===== src/rtl/pipeline_hazard_ctrl_pkg.sv =====
// pipeline_pkg: shared FSM state encoding, register-zero constant and load-use hazard detect helper
package pipeline_pkg;
  typedef enum logic [1:0] {ST_RUN = 2'd0, ST_MEM_WAIT = 2'd1, ST_ERROR = 2'd2} state_t;
  localparam logic [4:0] REG_ZERO = 5'd0;
  function automatic logic load_use(input logic mrd, input logic [4:0] dst, rs, rt, input logic urs, urt);
    return mrd & (dst != REG_ZERO) & ((urs & (dst == rs)) | (urt & (dst == rt)));
  endfunction
endpackage


===== src/rtl/pipeline_hazard_ctrl_if.sv =====
// pipeline_hazard_ctrl_if: hazard bus; master = pipeline (ID/EX/MEM status in, enables/flushes/stats out), slave = controller
interface pipeline_hazard_ctrl_if #(parameter int CNT_WIDTH = 32);
  logic [4:0] idRs, idRt, exRegDest;
  logic idUsesRs, idUsesRt, exMemRead, exBranchTaken, exJump, memReq, memReady;
  logic pcWriteEnable, ifIdEnable, idExEnable, exMemEnable, ifIdFlush, idExFlush, memTimeoutErr;
  logic [CNT_WIDTH-1:0] stallCount, flushCount;
  modport master(
    output idRs, idRt, exRegDest, idUsesRs, idUsesRt, exMemRead, exBranchTaken, exJump, memReq, memReady,
    input pcWriteEnable, ifIdEnable, idExEnable, exMemEnable, ifIdFlush, idExFlush, memTimeoutErr, stallCount, flushCount
  );
  modport slave(
    input idRs, idRt, exRegDest, idUsesRs, idUsesRt, exMemRead, exBranchTaken, exJump, memReq, memReady,
    output pcWriteEnable, ifIdEnable, idExEnable, exMemEnable, ifIdFlush, idExFlush, memTimeoutErr, stallCount, flushCount
  );
endinterface


===== src/rtl/pipeline_hazard_ctrl_sat_counter.sv =====
// sat_counter: WIDTH-bit up counter (clk, rst_n sync active-low, inc) that holds at all-ones
module sat_counter #(parameter int WIDTH = 32) (
  input  logic             clk,
  input  logic             rst_n,
  input  logic             inc,
  output logic [WIDTH-1:0] count
);
  always_ff @(posedge clk)
    if (!rst_n) count <= '0;
    else if (inc && !(&count)) count <= count + 1'b1;
endmodule


===== src/rtl/pipeline_hazard_ctrl.sv =====
// pipeline_hazard_ctrl: load-use/redirect/mem-wait hazard controller (clk, rst_n, bus.slave) with mem watchdog and stall/flush stats
module pipeline_hazard_ctrl
  import pipeline_pkg::*;
#(
  parameter int MEM_TIMEOUT = 255,
  parameter int CNT_WIDTH   = 32
) (
  input logic clk,
  input logic rst_n,
  pipeline_hazard_ctrl_if.slave bus
);
  localparam int WW = $clog2(MEM_TIMEOUT + 1);
  localparam logic [WW-1:0] TIMEOUT = WW'(MEM_TIMEOUT);
  state_t state_q;
  logic [WW-1:0] wait_q;
  logic err_q, mem_stall, redirect, lu, freeze, do_redirect, do_stall;
  assign mem_stall   = bus.memReq & ~bus.memReady;
  assign redirect    = bus.exBranchTaken | bus.exJump;
  assign lu          = load_use(bus.exMemRead, bus.exRegDest, bus.idRs, bus.idRt, bus.idUsesRs, bus.idUsesRt);
  assign freeze      = ~rst_n | (state_q == ST_ERROR) | mem_stall;
  assign do_redirect = ~freeze & redirect;
  assign do_stall    = ~freeze & ~redirect & lu;
  assign bus.pcWriteEnable = ~freeze & ~do_stall;
  assign bus.ifIdEnable    = ~freeze & ~do_stall;
  assign bus.idExEnable    = ~freeze;
  assign bus.exMemEnable   = ~freeze;
  assign bus.ifIdFlush     = do_redirect;
  assign bus.idExFlush     = do_redirect | do_stall;
  assign bus.memTimeoutErr = err_q;
  always_ff @(posedge clk)
    if (!rst_n) begin
      state_q <= ST_RUN;
      wait_q  <= '0;
      err_q   <= 1'b0;
    end else
      case (state_q)
        ST_RUN:
          if (mem_stall) begin
            state_q <= ST_MEM_WAIT;
            wait_q  <= WW'(1);
          end
        ST_MEM_WAIT:
          if (!mem_stall) state_q <= ST_RUN;
          else if (wait_q == TIMEOUT) begin
            state_q <= ST_ERROR;
            err_q   <= 1'b1;
          end else wait_q <= wait_q + 1'b1;
        ST_ERROR: ;
        default: state_q <= ST_RUN;
      endcase
  sat_counter #(.WIDTH(CNT_WIDTH)) u_stall (.clk(clk), .rst_n(rst_n), .inc(do_stall), .count(bus.stallCount));
  sat_counter #(.WIDTH(CNT_WIDTH)) u_flush (.clk(clk), .rst_n(rst_n), .inc(do_redirect), .count(bus.flushCount));
endmodule


===== src/flat_wrapper.sv =====
// flat-port wrapper written by rule: the top's interface ports become plain ports
module pipeline_hazard_ctrl_flat import pipeline_pkg::*;
#(
  parameter int MEM_TIMEOUT = 255,
  parameter int CNT_WIDTH   = 32
)
  (clk, rst_n, bus_idRs, bus_idRt, bus_exRegDest, bus_idUsesRs, bus_idUsesRt, bus_exMemRead, bus_exBranchTaken, bus_exJump, bus_memReq, bus_memReady, bus_pcWriteEnable, bus_ifIdEnable, bus_idExEnable, bus_exMemEnable, bus_ifIdFlush, bus_idExFlush, bus_memTimeoutErr, bus_stallCount, bus_flushCount);
  pipeline_hazard_ctrl_if #(.CNT_WIDTH(CNT_WIDTH)) bus_i ();
  input logic clk;
  input logic rst_n;
  input wire logic [$bits(bus_i.idRs)-1:0] bus_idRs;
  input wire logic [$bits(bus_i.idRt)-1:0] bus_idRt;
  input wire logic [$bits(bus_i.exRegDest)-1:0] bus_exRegDest;
  input wire logic [$bits(bus_i.idUsesRs)-1:0] bus_idUsesRs;
  input wire logic [$bits(bus_i.idUsesRt)-1:0] bus_idUsesRt;
  input wire logic [$bits(bus_i.exMemRead)-1:0] bus_exMemRead;
  input wire logic [$bits(bus_i.exBranchTaken)-1:0] bus_exBranchTaken;
  input wire logic [$bits(bus_i.exJump)-1:0] bus_exJump;
  input wire logic [$bits(bus_i.memReq)-1:0] bus_memReq;
  input wire logic [$bits(bus_i.memReady)-1:0] bus_memReady;
  output wire logic [$bits(bus_i.pcWriteEnable)-1:0] bus_pcWriteEnable;
  output wire logic [$bits(bus_i.ifIdEnable)-1:0] bus_ifIdEnable;
  output wire logic [$bits(bus_i.idExEnable)-1:0] bus_idExEnable;
  output wire logic [$bits(bus_i.exMemEnable)-1:0] bus_exMemEnable;
  output wire logic [$bits(bus_i.ifIdFlush)-1:0] bus_ifIdFlush;
  output wire logic [$bits(bus_i.idExFlush)-1:0] bus_idExFlush;
  output wire logic [$bits(bus_i.memTimeoutErr)-1:0] bus_memTimeoutErr;
  output wire logic [$bits(bus_i.stallCount)-1:0] bus_stallCount;
  output wire logic [$bits(bus_i.flushCount)-1:0] bus_flushCount;
  assign bus_i.idRs = bus_idRs;
  assign bus_i.idRt = bus_idRt;
  assign bus_i.exRegDest = bus_exRegDest;
  assign bus_i.idUsesRs = bus_idUsesRs;
  assign bus_i.idUsesRt = bus_idUsesRt;
  assign bus_i.exMemRead = bus_exMemRead;
  assign bus_i.exBranchTaken = bus_exBranchTaken;
  assign bus_i.exJump = bus_exJump;
  assign bus_i.memReq = bus_memReq;
  assign bus_i.memReady = bus_memReady;
  assign bus_pcWriteEnable = bus_i.pcWriteEnable;
  assign bus_ifIdEnable = bus_i.ifIdEnable;
  assign bus_idExEnable = bus_i.idExEnable;
  assign bus_exMemEnable = bus_i.exMemEnable;
  assign bus_ifIdFlush = bus_i.ifIdFlush;
  assign bus_idExFlush = bus_i.idExFlush;
  assign bus_memTimeoutErr = bus_i.memTimeoutErr;
  assign bus_stallCount = bus_i.stallCount;
  assign bus_flushCount = bus_i.flushCount;
  pipeline_hazard_ctrl #(.MEM_TIMEOUT(MEM_TIMEOUT), .CNT_WIDTH(CNT_WIDTH)) u_core (.clk(clk), .rst_n(rst_n), .bus(bus_i));
endmodule

===== config.mk =====
export PLATFORM = sky130hd
export DESIGN_NAME = pipeline_hazard_ctrl_flat
export DESIGN_NICKNAME = d
export VERILOG_FILES = /design/src/rtl/pipeline_hazard_ctrl_pkg.sv /design/src/rtl/pipeline_hazard_ctrl_if.sv /design/src/rtl/pipeline_hazard_ctrl_sat_counter.sv /design/src/rtl/pipeline_hazard_ctrl.sv /design/src/flat_wrapper.sv
export SDC_FILE = /design/constraint.sdc
export NUM_CORES = 1
export LEC_CHECK = 0
export CAP_MARGIN = 10
export CELL_PAD_IN_SITES_DETAIL_PLACEMENT = 1
export CELL_PAD_IN_SITES_GLOBAL_PLACEMENT = 2
export CORE_UTILIZATION = 24
export CTS_BUF_LIST = sky130_fd_sc_hd__clkbuf_8
export CTS_CLUSTER_DIAMETER = 60
export DETAILED_ROUTE_END_ITERATION = 8
export PLACE_DENSITY_LB_ADDON = 0.1
export SETUP_SLACK_MARGIN = 0.5
export SLEW_MARGIN = 15
export SYNTH_ARGS = -nofsm -noshare
export SYNTH_HDL_FRONTEND = slang
export SYNTH_SLANG_ARGS = --single-unit

===== constraint.sdc =====
create_clock -name clk -period 2.3 [get_ports clk]
set_input_delay 0.46 -clock clk [delete_from_list [all_inputs] [get_ports clk]]
set_output_delay 0.46 -clock clk [all_outputs]
set_load 0.005 [all_outputs]

* After elaboration in Yosys (flattened, before gate mapping)
Index checks and enable logic that the tools add are counted.
** Cells by class
- Bitwise operators :: 20
- Multiplexer cells :: 8
- Eq/ne operators :: 9
- Add/subtract/negate cells :: 3
- Reductions and logical operators :: 12
** Operators with widths (count)
- 32-bit by 1-bit adder with 32-bit output (second input constant) :: 2
- 32-bit AND reduction :: 2
- 8-bit 2-to-1 mux :: 3
- 8-bit one-hot mux with 2 select lines :: 1
- 5-bit equality test :: 2
- 1-bit bitwise AND :: 9
- 8-bit by 1-bit adder with 8-bit output (second input constant) :: 1
- 8-bit equality test (second input constant) :: 1
- 2-bit 2-to-1 mux :: 3
- 1-bit NOT :: 6
- 2-bit one-hot mux with 3 select lines :: 1
- 3-bit AND reduction :: 2
- 1-bit OR :: 5
- 5-bit nonzero test :: 1
- 2-bit by 1-bit != test with 1-bit output (second input constant) :: 2
- 4-bit AND reduction :: 1
- 3-bit != test (second input constant) :: 1
- 2-bit by 1-bit equality test with 1-bit output (second input constant) :: 1
- 2-bit equality test (second input constant) :: 1
- 1-bit logical AND :: 2
- 1-bit logical NOT :: 2
- 2-bit logical NOT :: 1
- 2-bit != test (second input constant) :: 1
- 2-bit nonzero test :: 1
** Storage, ports and cells
- Output and inout bits :: 71
- Register bits :: 75
- Input bits :: 24

* Depth between registers and ports, before layout
- Depth in word-level cells :: 8
- Mapped depth :: 9

* Cells and area by module
From an unflattened synthesis, not the netlist that was laid out.
** Second synthesis, totals
- Cell total of the unflattened synthesis :: 471
- Area total of the unflattened synthesis :: 4017.6 µm²
** By module, submodules not included
- sat_counter :: cells an instance 194, area each 1646.6 µm², sequential area each 640.6 µm², times used 2
- pipeline_hazard_ctrl :: cells an instance 83, area each 724.4 µm², sequential area each 220.2 µm², times used 1

* Least setup slack after synthesis
No wires, ideal clock.
- Path type :: input port to flip-flop
- Start :: input bus_memReady
- End :: register u_core.u_stall.count[11]
- Arrival time :: 2.103 ns
- Required time :: 2.230 ns
- Setup slack :: 0.127 ns
- Library setup time :: 0.070 ns
- Stages :: 7
- Cell sequence :: nand2b_1 -> nand3_1 -> nor2_1 -> nand3_1 -> clkbuf_1 -> or4b_2 -> a21oi_1
** On the way
- Longest elaborated chain between the ends :: 7
** RTL lines
- from (decl) :: line flat_wrapper.sv:20 : input wire logic [$bits(bus_i.memReady)-1:0] bus_memReady;
- 1-bit NOT :: line pipeline_hazard_ctrl.sv:17 : assign mem_stall = bus.memReq & ~bus.memReady;
- 1-bit bitwise AND :: line pipeline_hazard_ctrl.sv:17
- 1-bit OR :: line pipeline_hazard_ctrl.sv:20 : assign freeze = ~rst_n | (state_q == ST_ERROR) | mem_stall;
- 1-bit NOT :: line pipeline_hazard_ctrl.sv:22 : assign do_stall = ~freeze & ~redirect & lu;
- 1-bit bitwise AND (2 in series) :: line pipeline_hazard_ctrl.sv:22
- 1-bit logical AND :: line pipeline_hazard_ctrl_sat_counter.sv:10 : else if (inc && !(&count)) count <= count + 1'b1;
- to (signal assigned) :: line pipeline_hazard_ctrl_sat_counter.sv:10
- to (decl) :: line pipeline_hazard_ctrl_sat_counter.sv:6 : output logic [WIDTH-1:0] count
No other way between the ends.
A chain may end at the register's enable or synchronous reset.

* Worst setup path in the final report
- Start :: input bus_exRegDest[4]
- End :: output bus_idExFlush
** On the way
- Longest elaborated chain between the ends :: 6
- Elaborated cells between the ends (all ways) :: 10
- Classes of those cells :: 2 x eq/ne; 7 x bitwise; 1 x reduce/logical
** RTL lines
- from (decl) :: line flat_wrapper.sv:13 : input wire logic [$bits(bus_i.exRegDest)-1:0] bus_exRegDest;
- 5-bit equality test :: line pipeline_hazard_ctrl_pkg.sv:6 : return mrd & (dst != REG_ZERO) & ((urs & (dst == rs)) | (urt & (dst == rt)));
- 1-bit bitwise AND :: line pipeline_hazard_ctrl_pkg.sv:6
- 1-bit OR :: line pipeline_hazard_ctrl_pkg.sv:6
- 1-bit bitwise AND (*) :: line pipeline_hazard_ctrl_pkg.sv:6
- 1-bit bitwise AND (*) :: line pipeline_hazard_ctrl.sv:22
- 1-bit OR (*) :: line pipeline_hazard_ctrl.sv:28 : assign bus.idExFlush = do_redirect | do_stall;
- to (decl) :: line flat_wrapper.sv:26 : output wire logic [$bits(bus_i.idExFlush)-1:0] bus_idExFlush;
Every way passes the cells marked *; elsewhere a longest branch is shown, timed or not.

==> impl_results.html <==
<table>
<tr><th>Metric</th><th>Value</th></tr>
<tr><th colspan="2">Run status</th></tr>
<tr><td>Status</td><td>complete, but fails checks</td></tr>
<tr><td>Violations in the final reports</td><td>negative setup slack</td></tr>
<tr><th colspan="2">Finish</th></tr>
<tr><td>Fraction of layout instances using a drive strength above 1</td><td>49.3%</td></tr>
<tr><td>Area Growth Syn to Fin</td><td>90.8%</td></tr>
<tr><td>Post-layout utilization of the core</td><td>47.1%</td></tr>
<tr><td>Final Net Count</td><td>703</td></tr>
<tr><td>Non-Filler Instances</td><td>892</td></tr>
<tr><td>Diode count</td><td>0</td></tr>
<tr><td># fillers</td><td>1778</td></tr>
<tr><th colspan="2">Place</th></tr>
<tr><td>Placed Instances</td><td>792</td></tr>
<tr><td>Detailed Place HPWL</td><td>9380 um</td></tr>
<tr><td>Global placer's final weighted congestion</td><td>0.761</td></tr>
<tr><td>Number of buffers added on ports</td><td>94</td></tr>
<tr><th colspan="2">Routing</th></tr>
<tr><td>Per-cell via count in the routed design</td><td>4.87</td></tr>
<tr><td>Total iterations of the first detailed-routing run</td><td>4</td></tr>
<tr><td># DRC</td><td>0</td></tr>
<tr><td>Sum of routed wire length over all layers</td><td>15000 um</td></tr>
<tr><td>Initial detailed-routing violation count</td><td>124</td></tr>
<tr><td>Drt wl/cell</td><td>16.9 um</td></tr>
<tr><td>Via count</td><td>4342</td></tr>
<tr><td>Count of antenna-violating nets left after detailed routing</td><td>0</td></tr>
<tr><th colspan="2">Timing</th></tr>
<tr><td>Maximum achievable frequency</td><td>432 MHz</td></tr>
<tr><td>Setup skew after layout</td><td>0.00918 ns</td></tr>
<tr><td>Relative max-transition margin</td><td>71.1%</td></tr>
<tr><td>Number of pins with negative max-slew slack in the final report</td><td>0</td></tr>
<tr><td>Hold violation total from the final report</td><td>0</td></tr>
<tr><td>Endpoints failing setup</td><td>1</td></tr>
<tr><td>Worst slew pin tran</td><td>0.430 ns</td></tr>
<tr><td>Share of the clock period used by the worst path</td><td>101%</td></tr>
<tr><td>Worst path setup slack after routing</td><td>-0.0147 ns</td></tr>
<tr><td>Tmin final</td><td>2.31 ns</td></tr>
<tr><td>Setup repair after global routing missed its margin</td><td>yes</td></tr>
<tr><td>Sum of negative setup slack</td><td>-0.0147 ns</td></tr>
<tr><th colspan="2">Yosys</th></tr>
<tr><td>Most frequently used cell type in the post-synthesis netlist</td><td>dfxtp_1</td></tr>
<tr><td>Sequential element share of the synthesized area</td><td>39.7%</td></tr>
<tr><td>Share of flip-flops with an asynchronous set or reset</td><td>0%</td></tr>
<tr><td>Syn avg cell area</td><td>8.38 um2</td></tr>
<tr><td>Most used standard cells in the synthesized netlist</td><td>75 x dfxtp_1, 49 x nor2_1, 38 x nand2_1</td></tr>
<tr><td>Synthesis warning total</td><td>0</td></tr>
<tr><td>Share of Yosys cell area claimed by the top area cell type</td><td>39.7%</td></tr>
<tr><td>Number of standard cells after synthesis</td><td>451</td></tr>
<tr><td>EDFF count, synth</td><td>0</td></tr>
<tr><td>Yosys cell types</td><td>55</td></tr>
<tr><td>Post-Synthesis Cell Area</td><td>3780 um2</td></tr>
<tr><td>Most used DFF post-synth</td><td>dfxtp_1</td></tr>
<tr><td>Syn Nets</td><td>478</td></tr>
<tr><td>Yosys reg bits</td><td>75</td></tr>
<tr><td>Top cells by area, synth</td><td>dfxtp_1 40%, xor2_1 5.3%, nor2_1 4.9%</td></tr>
<tr><td>Biggest area consumer among synthesized cells</td><td>dfxtp_1</td></tr>
<tr><th colspan="2">Power</th></tr>
<tr><td>Power per standard cell area</td><td>372 nW/um2</td></tr>
<tr><td>Design Power</td><td>2.68 mW</td></tr>
<tr><td>Pleak</td><td>2.98 nW</td></tr>
<tr><td>Worst vdd ir</td><td>0.274 mV</td></tr>
<tr><th colspan="2">Critical path</th></tr>
<tr><td>CP Max Fanout</td><td>3</td></tr>
<tr><td>Endpoint type of the worst setup path</td><td>output pin</td></tr>
<tr><td>Data arrival time of the worst path</td><td>1.85 ns</td></tr>
<tr><td>Critical Path RT</td><td>1.84 ns</td></tr>
<tr><td>Classification of the worst setup path</td><td>in2out</td></tr>
<tr><td>Crit path launch type</td><td>input port</td></tr>
<tr><th colspan="2">Clock network</th></tr>
<tr><td>Clk root buf</td><td>clkbuf_8</td></tr>
<tr><td>Maximum buffer depth of the clock tree</td><td>2</td></tr>
<tr><td>TritonCTS clock tree</td><td>built</td></tr>
<tr><td>Clock transition at path regs</td><td>0.08 ns</td></tr>
<tr><td>Sink count of the clock tree</td><td>75</td></tr>
<tr><td>Clock buffers created by TritonCTS</td><td>9</td></tr>
<tr><td>H-tree levels</td><td>3</td></tr>
<tr><td>Clock latency at the later pin of the worst-skew pair</td><td>0.37 ns</td></tr>
<tr><th colspan="2">Die</th></tr>
<tr><td>Die span in y</td><td>128 um</td></tr>
<tr><td>Core box area</td><td>15300 um2</td></tr>
<tr><td>Area of the die</td><td>16300 um2</td></tr>
<tr><td>Width of the die</td><td>128 um</td></tr>
<tr><td>Top-Level Pins</td><td>95</td></tr>
<tr><td>Row cnt</td><td>45</td></tr>
<tr><td>Starting utilization of the core area</td><td>24.7%</td></tr>
<tr><th colspan="2">GRT</th></tr>
<tr><td>Number of antenna violations at the first check in global routing</td><td>0</td></tr>
<tr><td>Via count of the first global-routing pass</td><td>4447</td></tr>
<tr><td>Residual overflow from global routing</td><td>0</td></tr>
<tr><td>Wire length of the first global-routing pass</td><td>23500 um</td></tr>
<tr><td>Largest net degree at the start of global routing</td><td>22</td></tr>
<tr><td>GR Util All Layers</td><td>18.4%</td></tr>
<tr><th colspan="2">Run</th></tr>
<tr><td>Max capacitance violation total</td><td>0</td></tr>
<tr><th colspan="2">Min path</th></tr>
<tr><td>Class of the worst hold path</td><td>reg2reg</td></tr>
</table>
## logic make-up after synthesis
logic type | Yosys count | share of synthesized area, %
buf+inv | 28 | 3.08
flops | 75 | 39.7
mux | 5 | 1.32
compound gates | 80 | 13.0
fa+ha+maj | 3 | 0.993
xor+xnor | 40 | 9.27
simple gates | 220 | 32.7
## path summary, 6_finish.rpt
kind / startpoint / to / slack (ns) / cells past startpoint
worst max-delay path: bus_exRegDest[4] / bus_idExFlush / -0.01 / 7
worst min-delay path: u_core.u_flush.count[4] / u_core.u_flush.count[4] / 0.47 / 1
worst max register to register: u_core.state_q[0] / u_core.u_stall.count[25] / 0.13 / 12
worst min register to register: u_core.u_flush.count[4] / u_core.u_flush.count[4] / 0.47 / 1
## layout make-up
type                       instances  area (um2)  area share (%)
clock inverter                     7        83.8            1.16
inverter                          11        43.8           0.607
multi-input combinational        349        2820            39.1
clock buffer                       9         124            1.72
tap                              211         264            3.66
sequential                        75        1620            22.4
timing repair buffer             230        2260            31.4
## through the flow
stage / setup WS, ns / area [um2] / hold WS [ns]
after floorplan: 0.186 / 3940 / 0.459
after global placement: -0.711 / 5460 / 0.451
after detailed placement: -0.736 / 5460 / 0.476
after CTS: -0.0279 / 6630 / 0.498
after global routing: -0.0670 / 7220 / 0.501
final: -0.0147 / 7220 / 0.474
## report_power, final
part           internal, mW  switching, mW  leakage (nW)
clock                 0.599          0.539         0.105
combinational         0.142          0.114          2.24
sequential             1.28        0.00734         0.640
total                  2.02          0.661          2.98
## layout by cell type (no fill, tap or decap), types with 5 or more instances in the layout
cell type and count:
buf_4 77, buf_6 54, nor2_1 43, clkdlybuf4s50_1 43, dfxtp_2 43, nand2_1 32, nand4_1 27, xor2_1 23
dlygate4sd2_1 22, dfxtp_4 17, a21oi_1 15, dfxtp_1 15, a21oi_2 14, dlymetal6s2s_1 13, nand3_1 11, or3_1 11
inv_1 10, o31ai_1 10, xnor2_2 9, clkbuf_8 9, nand3_4 8, xnor2_1 8, nand3_2 8, or3_4 7
o21ai_1 7, or4_4 6, o21ai_2 6, and3_1 6, o21ai_0 6, or4_1 6, buf_2 6, mux2i_1 5
## metal layers
metal	GRT usage (%)	vias up	routed length, um	part of all wire [%]
met2	33.8	56	8020	53
met1	21.8	2164	6450	43
met4	5.67	0	214	1.4
met5	0	-	0	0
li1	-	2109	-	-
met3	2.72	13	366	2.4
## flip-flops by register name (all words and copies together) (netlist names)
signal,count
u_core.u_stall.count,32
u_core.bus.memTimeoutErr,1
u_core.state_q,2
u_core.u_flush.count,32
u_core.wait_q,8
## timing repair
| action | in CTS | in global routing |
|---|---|---|
| hold buffers | 0 | 0 |
| gates resized for setup | 231 | 111 |
| pin swaps | 81 | 58 |
| cloned | 4 | 0 |
| endpoints found under the setup margin | 96 | 88 |
| buffers inserted | 53 | 27 |
## critical path, cell delays in order
cell and delay (ns):
buf_6 0.09, or4_4 0.52, o211ai_1 0.21, nor2_2 0.06, and2_4 0.16, or2_4 0.24, buf_6 0.11
No activity file was read; power rests on OpenSTA's default activity.
